$ cat config.mk
export PLATFORM = sky130hd
export DESIGN_NAME = apb_ucpd_tx_sched
export DESIGN_NICKNAME = d
export VERILOG_FILES = /design/src/rtl/apb_ucpd_tx_sched.sv
export SDC_FILE = /design/constraint.sdc
export NUM_CORES = 1
export LEC_CHECK = 0
export ABC_CLOCK_PERIOD_IN_PS = 4180
export CAP_MARGIN = 20
export CORE_MARGIN = 4
export CORE_UTILIZATION = 50
export CTS_CLUSTER_DIAMETER = 100
export CTS_CLUSTER_SIZE = 12
export DETAILED_ROUTE_END_ITERATION = 16
export PLACE_DENSITY = 0.81
export SLEW_MARGIN = 0
export SYNTH_ARGS = -nofsm -noshare
export SYNTH_HDL_FRONTEND = slang
export SYNTH_SLANG_ARGS = --single-unit
$ cat constraint.sdc
create_clock -name ic_clk -period 4.18 [get_ports ic_clk]
set_clock_uncertainty 0.05 [all_clocks]
set_input_delay 0.418 -clock ic_clk [delete_from_list [all_inputs] [get_ports ic_clk]]
set_output_delay 0.418 -clock ic_clk [all_outputs]
set_load 0.005 [all_outputs]
$ cat src/rtl/apb_ucpd_tx_sched.sv
// UCPD transmit scheduler: arbitrates hard reset, cable reset and normal
// message requests onto the core transmit controls. It handles the
// interframe gap and line idle, completion and discard, message retry and
// the transfer timeout.
// Optional build macro UCPD_TX_SCHED_RR_EN: round-robin between crst and msg
// on a tie (hrst always wins). Undefined: fixed priority hrst > crst > msg.
module apb_ucpd_tx_sched #(
  parameter int unsigned           TMO_W     = 16,
  parameter logic [TMO_W-1:0]      TMO_MAX   = 16'd60000,
  parameter int unsigned           RETRY_MAX = 2
) (
  input  logic       ic_clk,
  input  logic       ic_rst_n,
  input  logic       ucpden,
  input  logic       hrst_req,
  input  logic       crst_req,
  input  logic       msg_req,
  input  logic       rx_busy,
  input  logic       ifrgap_en,
  input  logic       txsend_clr,
  input  logic       txhrst_clr,
  input  logic       tx_msg_disc,
  input  logic       tx_hrst_disc,
  output logic       transmit_en,
  output logic       tx_hrst,
  output logic [1:0] tx_mode,
  output logic [2:0] done,
  output logic [2:0] disc,
  output logic       busy,
  output logic       tmo_err,
  output logic [1:0] owner
);

  typedef enum logic [2:0] {S_IDLE, S_GAP, S_ARM, S_SEND, S_DONE} state_t;
  typedef enum logic [1:0] {OWN_NONE = 2'd0, OWN_HRST = 2'd1,
                            OWN_CRST = 2'd2, OWN_MSG  = 2'd3} own_t;

  localparam logic [TMO_W-1:0] TMO_ONE   = {{(TMO_W-1){1'b0}}, 1'b1};
  localparam logic [TMO_W-1:0] TMO_LAST  = TMO_MAX - TMO_ONE;
  localparam logic [1:0]       RETRY_LIM = RETRY_MAX[1:0];

  state_t           state_q, state_d;
  own_t             own_q, own_d, grant;
  logic [1:0]       mode_q, mode_d;
  logic [1:0]       retry_q, retry_d;
  logic [TMO_W-1:0] tmo_q, tmo_d;
  logic [2:0]       disc_q, disc_d;
  logic             tmo_err_q, tmo_err_d;
  logic             own_req, fail;

  function automatic logic [2:0] own_bit(input own_t o);
    case (o)
      OWN_HRST: own_bit = 3'b001;
      OWN_CRST: own_bit = 3'b010;
      OWN_MSG:  own_bit = 3'b100;
      default:  own_bit = 3'b000;
    endcase
  endfunction

`ifdef UCPD_TX_SCHED_RR_EN
  logic last_msg_q, last_msg_d;

  // Remember which of crst/msg finished last (done or disc) for the tie-break.
  always_comb begin
    last_msg_d = last_msg_q;
    if (ucpden && (own_q == OWN_CRST || own_q == OWN_MSG) &&
        (state_q == S_DONE || disc_d != 3'b000))
      last_msg_d = (own_q == OWN_MSG);
  end

  // Round-robin state register; reset lets crst win the first tie.
  always_ff @(posedge ic_clk) begin
    if (!ic_rst_n) last_msg_q <= 1'b1;
    else           last_msg_q <= last_msg_d;
  end
`endif

  // Request arbitration used when leaving IDLE.
  always_comb begin
    grant = OWN_NONE;
    if (hrst_req)                 grant = OWN_HRST;
`ifdef UCPD_TX_SCHED_RR_EN
    else if (crst_req && msg_req) grant = last_msg_q ? OWN_CRST : OWN_MSG;
`endif
    else if (crst_req)            grant = OWN_CRST;
    else if (msg_req)             grant = OWN_MSG;
  end

  // Next-state, grant, counters and registered pulse outputs.
  always_comb begin
    state_d   = state_q;
    own_d     = own_q;
    mode_d    = mode_q;
    retry_d   = retry_q;
    tmo_d     = tmo_q;
    disc_d    = 3'b000;
    tmo_err_d = 1'b0;
    fail      = 1'b0;
    case (own_q)
      OWN_HRST: own_req = hrst_req;
      OWN_CRST: own_req = crst_req;
      OWN_MSG:  own_req = msg_req;
      default:  own_req = 1'b0;
    endcase
    if (!ucpden) begin
      state_d = S_IDLE;
      tmo_d   = '0;
    end else begin
      case (state_q)
        S_IDLE: begin
          tmo_d = '0;
          if (grant != OWN_NONE) begin
            own_d   = grant;
            state_d = S_GAP;
          end
        end
        S_GAP: begin
          if (hrst_req && own_q != OWN_HRST) own_d = OWN_HRST;
          else if (!own_req)                 state_d = S_IDLE;
          else if (ifrgap_en && (!rx_busy || own_q == OWN_HRST)) begin
            state_d = S_ARM;
            mode_d  = (own_q == OWN_CRST) ? 2'b01 : 2'b00;
          end
        end
        S_ARM: begin
          tmo_d   = '0;
          state_d = S_SEND;
        end
        S_SEND: begin
          tmo_d = (tmo_q == '1) ? tmo_q : tmo_q + TMO_ONE;
          if ((own_q == OWN_HRST && txhrst_clr) || (own_q != OWN_HRST && txsend_clr))
            state_d = S_DONE;
          else if (own_q == OWN_MSG && tx_msg_disc) begin
            if (retry_q < RETRY_LIM) begin
              retry_d = retry_q + 2'd1;
              state_d = S_GAP;
            end else fail = 1'b1;
          end
          else if (own_q == OWN_HRST && tx_hrst_disc) fail = 1'b1;
          // Level-sensitive so a hard reset raised during ARM still preempts.
          else if (own_q != OWN_HRST && hrst_req) begin
            disc_d  = own_bit(own_q);
            own_d   = OWN_HRST;
            mode_d  = 2'b00;
            state_d = S_ARM;
          end
          else if (tmo_q >= TMO_LAST) begin
            tmo_err_d = 1'b1;
            fail      = 1'b1;
          end
          if (fail) begin
            disc_d  = own_bit(own_q);
            state_d = S_IDLE;
          end
        end
        S_DONE:  state_d = S_IDLE;
        default: state_d = S_IDLE;
      endcase
    end
    // Every entry to IDLE drops the grant, mode and retry history.
    if (state_d == S_IDLE) begin
      own_d   = (state_q == S_IDLE && ucpden) ? own_d : OWN_NONE;
      mode_d  = 2'b00;
      retry_d = 2'd0;
    end
  end

  // State and counter registers with synchronous active-low reset.
  always_ff @(posedge ic_clk) begin
    if (!ic_rst_n) begin
      state_q   <= S_IDLE;
      own_q     <= OWN_NONE;
      mode_q    <= 2'b00;
      retry_q   <= 2'd0;
      tmo_q     <= '0;
      disc_q    <= 3'b000;
      tmo_err_q <= 1'b0;
    end else begin
      state_q   <= state_d;
      own_q     <= own_d;
      mode_q    <= mode_d;
      retry_q   <= retry_d;
      tmo_q     <= tmo_d;
      disc_q    <= disc_d;
      tmo_err_q <= tmo_err_d;
    end
  end

  // Start pulses and completion are decoded from the current state.
  always_comb begin
    transmit_en = (state_q == S_ARM) && (own_q != OWN_HRST);
    tx_hrst     = (state_q == S_ARM) && (own_q == OWN_HRST);
    done        = (state_q == S_DONE) ? own_bit(own_q) : 3'b000;
    disc        = disc_q;
    busy        = (state_q != S_IDLE);
    tmo_err     = tmo_err_q;
    owner       = own_q;
    tx_mode     = mode_q;
  end

endmodule

==> out/qor.txt, run 1 <==
status - completed
ys async rst share - 0%
post-layout util - 61.6%
Antenna Cells - 0
H-tree Lvls - 1
setup_tns - 0 ns
area leader, netlist - dfxtp_1
Die Wd - 68.3 um
global-route wire length before repair - 6.89 mm
leakage - 0.658 nW
Final Critical Period - 2.65 ns
routed len/inst - 15.0 um
share of cells above drive strength 1 - 11.7%
root buffer cell - clkbuf_4
die area - 0.00466 mm2
Die Y-Extent - 68.3 um
sequential-to-total area share from yosys stat - 30.8%
Layout area overhead - 15.7%
Pwr per Cell Area - 245 mW/mm2
Hold Fails Final Rpt - 0
RSZ-0062 raised after global routing - false
CTS max path bufs - 2
vias per cell - 5.96
Critical Path Start Type - register
DRC - 0
FF-to-FF setup slack - 2.16 ns
CTS tree - done
pre-CTS WS - 1.77 ns
Clock Sinks - 28
HP Start - tmo_q[1]
critical path class - register to output pin
register bit total from synthesis - 28
WHS Endpoint - tmo_q[1]
Resize count post-CTS - 0
I/O Pins - 26
WP data required - 3.71 ns
Synth warnings - 0
f_max - 0.377 GHz
leading cell type by number of instances after synthesis - nor2_1
slew margin rel. - 61.8%
count of different cell masters after synthesis - 62
core area - 0.00342 mm2
Cell Area, Synth - 0.00182 mm2
GPL Wtd Cong - 0.876
drt first-iter violations - 128
DR vias - 1650
# port buffers - 24
Worst-path clk slew - 0.15 ns
Worst Setup End Kind - output pin
WHS Path Cells - 2
slew at the pin with the worst max-slew slack - 0.571 ns
reg2reg start - owner[1]
largest net degree at the start of global routing - 17
Std-Cell Rows - 21
WL final - 4.17 mm
post-DP HPWL - 3.18 mm
Clk Latency, worst-skew pair - 0.34 ns
initial antenna violation count - 0
PnR worst setup slack - 1.53 ns
Reg2Reg Depth - 5
Hold-fix buffers, CTS - 0
top_reg_cell synth - dfxtp_1
Final ANT Viol Nets - 0
# setup viols final - 0
Net Count, Synth - 226
post-synth top area share - 30.8%
vias in the first global route - 1488
worst path arrival time - 2.18 ns
Post-synth EDFFs - 0
crit share post-route - 63.4%
Final Net Count - 245
Cells after Synth - 213
max_cap viols - 0
Power Total - 515 uW
Num CTS Buffers - 3
most frequent cells after synthesis - nor2_1, dfxtp_1, xnor2_1, nand2_1, nor3_1
GRT overflow - 0
setup repair bufs after CTS - 0
Peak VDD IR - 156 uV
Initial Util - 53.2%
all-layer global routing usage - 19.5%
crit-path max FO - 11
Area contributors post-synth - dfxtp_1, xnor2_1, nor2_1, nor3_1, nand2_1
Syn Area/Cell - 8.54 um2
class of the worst hold path - register to register
first-pass detailed-route iteration total - 4
FF-to-FF End - owner[1]
Slew Viols, Final - 0
per-stage QoR:
stage | cell area (um2) | hold WS, ns | std cells
floorplan | 1820 | 0.422 | 213
global placement | 2050 | 0.443 | 273
detailed placement | 2050 | 0.465 | 273
CTS | 2100 | 0.489 | 277
global route | 2100 | 0.507 | 277
finish | 2100 | 0.482 | 277
where the power goes:
| part | switching, mW | internal (mW) | total (mW) |
|---|---|---|---|
| logic | 0.0325 | 0.0259 | 0.0583 |
| registers | 0.00419 | 0.269 | 0.273 |
| clock network | 0.0866 | 0.0972 | 0.184 |
| total | 0.123 | 0.392 | 0.515 |
routing by layer:
metal	vias up	share of wire (%)	global-route usage, %
li1	819	-	-
met1	771	49	27.7
met2	53	43	29.0
met3	7	7.0	3.78
met4	0	1.2	7.20
met5	-	0	0
logic make-up (layout without fill, tap and decap cells):
family | count (synthesis) | after routing | share of synthesized area [%]
and+or+nand+nor | 106 | 106 | 34.1
DFF | 28 | 28 | 30.8
buffers and inverters | 17 | 35 | 5.02
adders and majority gates | 1 | 1 | 0.688
muxes | 3 | 3 | 2.00
AOI/OAI and AO/OA | 43 | 43 | 20.4
other | 1 | 1 | 0.206
xor gates and xnor gates | 14 | 14 | 6.74
critical path: stages (launching register included):
cell             delay, ns
dfxtp_1               0.46
or2_2                 0.46
or2_2                 0.33
nor2_1                0.09
clkdlybuf4s50_1       0.50
flip-flops by register name (all words and copies together) (netlist names):
| name | flops |
|---|---|
| tmo_q | 16 |
| disc | 3 |
| state_q | 3 |
| owner | 2 |
| retry_q | 2 |
| tmo_err | 1 |
| tx_mode | 1 |
cells in the final DEF, fill, tap and decap left out, drive strengths merged, types with 3 or more instances in the layout:
master | synthesis | layout
nor2 | 30 | 30
dfxtp | 28 | 28
clkdlybuf4s50 | 0 | 24
xnor2 | 14 | 14
nand2 | 13 | 13
nor3 | 13 | 13
a21oi | 10 | 10
nand3 | 8 | 8
nor4 | 8 | 8
nand2b | 7 | 7
inv | 7 | 7
nand4 | 7 | 7
a211oi | 6 | 6
o21ai | 5 | 5
a31oi | 3 | 3
clkbuf | 2 | 3
and3b | 3 | 3
layout make-up:
cell class / count / area (um2)
Sequential cell: 28 / 561
Clock inverter: 1 / 30.0
Fill cell: 299 / 1310
Clock buffer: 3 / 22.5
Inverter: 7 / 26.3
Multi-Input combinational cell: 168 / 1170
Tap cell: 46 / 57.6
Timing Repair Buffer: 24 / 240
worst max-delay path by stage:
| stage | end | cells past startpoint | slack, ns | startpoint |
|---|---|---|---|---|
| after floorplan | owner[0] | 6 | 2.41 | hrst_req |
| after global placement | owner[0] | 6 | 1.80 | hrst_req |
| after global routing | tx_hrst | 4 | 1.44 | state_q[2] |
| final | transmit_en | 4 | 1.53 | state_q[2] |
| after detailed placement | owner[0] | 6 | 1.77 | hrst_req |
| after CTS | tx_hrst | 4 | 1.53 | state_q[2] |
(Power assumes the default switching activity.)
==> run 2, diff against run 1 <==
--- a/config.mk
+++ b/config.mk
@@ -5,7 +5,7 @@
 export SDC_FILE = /design/constraint.sdc
 export NUM_CORES = 1
 export LEC_CHECK = 0
-export ABC_CLOCK_PERIOD_IN_PS = 4180
+export ABC_CLOCK_PERIOD_IN_PS = 2620
 export CAP_MARGIN = 20
 export CORE_MARGIN = 4
 export CORE_UTILIZATION = 50
==> constraint.sdc (replaced) <==
create_clock -name ic_clk -period 2.62 [get_ports ic_clk]
set_clock_uncertainty 0.05 [all_clocks]
set_input_delay 0.262 -clock ic_clk [delete_from_list [all_inputs] [get_ports ic_clk]]
set_output_delay 0.262 -clock ic_clk [all_outputs]
set_load 0.005 [all_outputs]
==> run 2 against run 1 <==
  * Non-clock buffer count up 2
  * Worst hold slack worse by 0.010 ns
  * Total power up 60%
  * Final area up 0.71%
  * Via count down 0.61%
  * Routed wire length up 0.62%
  * Register-to-register slack worse by 1.6 ns
  * Final cell count up 0.72%
  * Utilization up 0.44 points
  * Critical path type unchanged
==> out/qor.txt, run 2 (synthesis gave the netlist of run 1 again) <==
Num CTS Buffers - 3 (unchanged)
most common cell after layout, fill and taps aside - nor2_1
Biggest register - tmo_q
CP Buf/Inv Count - 1 (unchanged)
core area - 0.00342 mm2 (unchanged)
share of cells above drive strength 1 - 12.4% (+0.76 points)
Die Wd - 68.3 um (unchanged)
slew margin rel. - 65.1% (+3.3 points)
Max stage delay on crit path - 0.51 ns (about the same)
vias per cell - 5.88 (-1.3%)
Peak VDD IR - 203 uV (+30%)
cell family with most CP delay - simple AND/OR/NAND/NOR gates
# setup viols final - 0 (unchanged)
Clk Latency, worst-skew pair - 0.34 ns (about the same)
FF-to-FF End - disc[2]
WL final - 4.19 mm (+0.62%)
Hold-fix buffers, CTS - 0 (unchanged)
RSZ-0062 raised after global routing - false
crit share post-route - 95.3%
Std-Cell Rows - 21 (unchanged)
# port buffers - 24 (unchanged)
Cell Area, Placed - 0.00207 mm2 (+0.73%)
setup repair bufs after CTS - 0 (unchanged)
launch point of the critical path - state_q[2]
vias in the first global route - 1534 (+3.1%)
H-tree Lvls - 1 (unchanged)
GPL Wtd Cong - 0.883 (+0.81%)
Worst-path clk slew - 0.16 ns (about the same)
worst path arrival time - 2.18 ns (about the same)
Hold Fails Final Rpt - 0 (unchanged)
Final Critical Period - 2.50 ns
Fin Hold WS - 0.471 ns (-0.0104 ns)
most frequent cells in the layout - nor2_1, dfxtp_1, clkdlybuf4s50_1
Non-Filler Instances - 279 (+0.72%)
Worst Setup End Kind - output pin
CTS max path bufs - 2 (unchanged)
f_max - 0.401 GHz
DRC - 0 (unchanged)
leakage - 0.667 nW (+1.4%)
Initial Util - 53.2% (unchanged)
Reg2Reg Depth - 6 (+1)
first-pass detailed-route iteration total - 4 (unchanged)
Levels on crit path - 4 (unchanged)
Die Y-Extent - 68.3 um (unchanged)
Placed Cells - 275 (+0.73%)
Critical Path Sink - tx_hrst
Resize count post-CTS - 0 (unchanged)
Antenna Cells - 0 (unchanged)
max FFs per register - 16 (unchanged)
Slew Viols, Final - 0 (unchanged)
crit-path max FO - 11 (unchanged)
largest net degree at the start of global routing - 17 (unchanged)
all-layer global routing usage - 20.5% (+0.93 points)
die area - 0.00466 mm2 (unchanged)
reg2reg start - tmo_q[0]
GRT overflow - 0 (unchanged)
Pwr per Cell Area - 388 mW/mm2 (+59%)
class of the worst hold path - register to register
slowest CP cell - clkdlybuf4s50_1
global-route wire length before repair - 7.20 mm (+4.5%)
Clock Sinks - 28 (unchanged)
HP Start - tmo_q[1]
routed len/inst - 15.0 um (about the same)
fin area - 0.00212 mm2 (+0.71%)
setup_tns - 0 ns (unchanged)
CP dominant cell by count - or2_2
max_cap viols - 0 (unchanged)
slew at the pin with the worst max-slew slack - 0.520 ns (-0.0516 ns)
critical path class - register to output pin
Final Net Count - 247 (+0.82%)
CP cell instances - or2_2 > or2_2 > nor2_1 > clkdlybuf4s50_1
Layout area overhead - 16.5%
I/O Pins - 26 (unchanged)
Final ANT Viol Nets - 0 (unchanged)
post-DP HPWL - 3.19 mm (+0.19%)
initial antenna violation count - 0 (unchanged)
root buffer cell - clkbuf_4
DR vias - 1640 (-0.61%)
FF-to-FF setup slack - 0.57 ns (-1.59 ns)
status - completed
Filler cells - 298 (-0.33%)
drt first-iter violations - 183 (+43%)
CTS tree - done
area of the multi-input gates - 0.00117 mm2 (unchanged)
Seq. cell area - 561 um2 (unchanged)
Critical Path Start Type - register
WP data required - 2.31 ns (-1.40 ns)
## run 2: cell type report
cell class	count	area share (%)
inverter	7	1.24
clock buffer	3	1.06
timing repair buffer	26	12.0
clock inverter	1	1.42
multi-input combinational	168	55.1
sequential	28	26.5
tap	46	2.72
## run 2: worst min-delay path by stage
| stage | slack, ns | to | depth (start not counted) |
|---|---|---|---|
| final | 0.47 | tmo_q[1] | 2 |
| after CTS | 0.47 | tmo_q[1] | 2 |
| after global routing | 0.50 | retry_q[1] | 2 |
| after detailed placement | 0.45 | tmo_q[1] | 2 |
| after floorplan | 0.37 | tmo_q[1] | 2 |
| after global placement | 0.44 | tmo_q[1] | 2 |
## run 2: stage by stage
step,util [%],power (mW),setup slack (ns)
3_3_place_gp,60.5,0.538,0.395
3_5_place_dp,60.5,0.538,0.367
2_1_floorplan,-,0.502,0.886
5_1_grt,62.0,0.859,0.00725
6_report,62.0,0.823,0.123
4_1_cts,62.0,0.828,0.126
## run 2: per-layer routing
| metal | vias to the layer above | routed length, um | GRT usage, % |
|---|---|---|---|
| met1 | 741 | 1960 | 28.8 |
| met3 | 5 | 338 | 4.76 |
| met4 | 0 | 45 | 5.46 |
| li1 | 825 | - | - |
| met2 | 69 | 1850 | 31.2 |
| met5 | - | 0 | 0 |
## run 2: worst reg2reg max path: cells and delay by family (launching register included)
kind / cells / cell delay, ns
AO/OA/AOI/OAI: 3 / 0.83
AND/OR/NAND/NOR: 2 / 0.36
adder cells (fa/ha/maj): 1 / 0.31
flip-flops: 1 / 0.40
## run 2: power by group
part / switching (mW) / leakage (nW) / internal (mW)
Combinational: 0.0522 / 0.413 / 0.0427
Sequential: 0.00668 / 0.226 / 0.428
Clock: 0.138 / 0.0279 / 0.155
==> run 3, diff against run 2 <==
--- a/config.mk
+++ b/config.mk
@@ -12,6 +12,7 @@
 export CTS_CLUSTER_DIAMETER = 100
 export CTS_CLUSTER_SIZE = 12
 export DETAILED_ROUTE_END_ITERATION = 16
+export GPL_ROUTABILITY_DRIVEN = 0
 export PLACE_DENSITY = 0.81
 export SLEW_MARGIN = 0
 export SYNTH_ARGS = -nofsm -noshare
==> run 3 against run 2 <==
  * Flip-flop and latch count stayed put
  * Final area is 0.41% lower
  * Highest routed layer unchanged
  * Routed wire length is 1.5% lower
  * Fmax is 0.99% higher
  * Clock-buffer cell count is 1 higher
  * Combinational power is 0.6% higher
  * Non-clock buffer count is 1 higher
  * Largest power group unchanged
  * First-iteration DRC count is 30% lower
==> out/qor.txt, run 3 (synthesis gave the netlist of run 1 again) <==
Clock Sinks - 28 (unchanged)
setup repair bufs after CTS - 0 (unchanged)
FF-to-FF setup slack - 0.57 ns (about the same)
Die Y-Extent - 68.3 um (unchanged)
Reg2Reg Depth - 5 (-1)
most frequent cells in the layout - nor2_1, dfxtp_1, clkdlybuf4s50_1
Hold-fix buffers, CTS - 0 (unchanged)
vias in the first global route - 1536 (+0.13%)
H-tree Lvls - 1 (unchanged)
Slew Viols, Final - 0 (unchanged)
Worst-path clk slew - 0.14 ns (-0.02 ns)
PnR worst setup slack - 0.148 ns (+0.0244 ns)
slew margin rel. - 62.5% (-2.6 points)
I/O Pins - 26 (unchanged)
Clk Latency, worst-skew pair - 0.33 ns (about the same)
Final ANT Viol Nets - 0 (unchanged)
Initial Util - 53.2% (unchanged)
global-route wire length before repair - 7.28 mm (+1.1%)
leakage - 0.664 nW (-0.32%)
crit-path max FO - 11 (unchanged)
setup_tns - 0 ns (unchanged)
status - completed
crit share post-route - 94.4% (-0.93 points)
WHS Endpoint - tmo_q[1]
share of cells above drive strength 1 - 12.8% (+0.37 points)
vias per cell - 5.85 (-0.42%)
HP Start - tmo_q[1]
largest net degree at the start of global routing - 16 (-1)
worst path arrival time - 2.16 ns (-0.02 ns)
reg2reg start - owner[0]
Placed Cells - 276 (+0.36%)
all-layer global routing usage - 20.2% (-0.27 points)
WP data required - 2.31 ns (about the same)
f_max - 0.404 GHz (+0.99%)
Non-Filler Instances - 280 (+0.36%)
CTS max path bufs - 2 (unchanged)
GRT overflow - 0 (unchanged)
WHS Path Cells - 2 (unchanged)
# port buffers - 24 (unchanged)
RSZ-0062 raised after global routing - false
Die Wd - 68.3 um (unchanged)
WL final - 4.13 mm (-1.5%)
drt first-iter violations - 128 (-30%)
class of the worst hold path - register to register
Peak VDD IR - 227 uV (+12%)
Std-Cell Rows - 21 (unchanged)
Pwr per Cell Area - 352 mW/mm2 (-9.3%)
Final Critical Period - 2.47 ns (-0.0244 ns)
pre-CTS WS - 0.447 ns (+0.0795 ns)
Worst Setup End Kind - output pin
Hold Fails Final Rpt - 0 (unchanged)
FF-to-FF End - tmo_err
routed len/inst - 14.7 um (-1.9%)
DRC - 0 (unchanged)
initial antenna violation count - 0 (unchanged)
DR vias - 1639 (-0.061%)
max_cap viols - 0 (unchanged)
Num CTS Buffers - 3 (unchanged)
most common cell after layout, fill and taps aside - nor2_1
Critical Path Start Type - register
first-pass detailed-route iteration total - 4 (unchanged)
die area - 0.00466 mm2 (unchanged)
Antenna Cells - 0 (unchanged)
Layout area overhead - 16.0%
slew at the pin with the worst max-slew slack - 0.558 ns (+0.0380 ns)
critical path class - register to output pin
Final Net Count - 248 (+0.40%)
Resize count post-CTS - 0 (unchanged)
root buffer cell - clkbuf_4
# setup viols final - 0 (unchanged)
max FFs per register - 16 (unchanged)
post-DP HPWL - 3.18 mm (-0.24%)
Biggest register - tmo_q
CTS tree - done
core area - 0.00342 mm2 (unchanged)
[run 3: cell count changes in the layout (fill, tap and decap cells not counted)]
cell       previous run  this run
bufinv_16             1         0
buf_4                 2         3
clkbuf_8              0         1
[run 3: metal layers]
| metal | global-route usage, % | vias up | wire length [um] |
|---|---|---|---|
| li1 | - | 829 | - |
| met3 | 3.12 | 5 | 322 |
| met5 | 0 | - | 0 |
| met1 | 29.9 | 747 | 2030 |
| met4 | 5.96 | 0 | 52 |
| met2 | 29.8 | 58 | 1730 |
[run 3: per-stage QoR]
| step | hold WS, ns | total power [mW] | util (%) | instance area, um2 |
|---|---|---|---|---|
| 2_1_floorplan | 0.374 | 0.502 | - | 1820 |
| 3_3_place_gp | 0.452 | 0.538 | 60.7 | 2070 |
| 3_5_place_dp | 0.451 | 0.539 | 60.7 | 2070 |
| 4_1_cts | 0.474 | 0.751 | 61.8 | 2110 |
| 5_1_grt | 0.496 | 0.774 | 61.8 | 2110 |
| 6_report | 0.475 | 0.743 | 61.8 | 2110 |
[run 3: worst max-delay path: stages (launching register included)]
cell and delay, ns:
dfxtp_1 0.45, or2_2 0.45, or2_2 0.33, nor2_1 0.09
clkdlybuf4s50_1 0.50
[run 3: worst max path at each step]
stage / startpoint / end / slack, ns / cells after the start
after floorplan: owner[0] / owner[0] / 0.89 / 6
after detailed placement: tx_msg_disc / owner[0] / 0.45 / 6
after CTS: state_q[2] / transmit_en / 0.14 / 4
after global placement: tx_msg_disc / owner[1] / 0.49 / 6
final: state_q[2] / transmit_en / 0.15 / 4
after global routing: state_q[2] / transmit_en / 0.04 / 4
[run 3: power by group]
part           internal [mW]  switching [mW]
sequential             0.428         0.00680
clock                 0.0852           0.127
combinational         0.0437          0.0518
total                  0.557           0.186
[run 3: cell type report]
class	instances	area [um2]
Fill cell	308	1310
Multi-Input combinational cell	168	1170
Sequential cell	28	561
Timing Repair Buffer	27	263
Tap cell	46	57.6
Clock buffer	4	36.3
Inverter	7	26.3
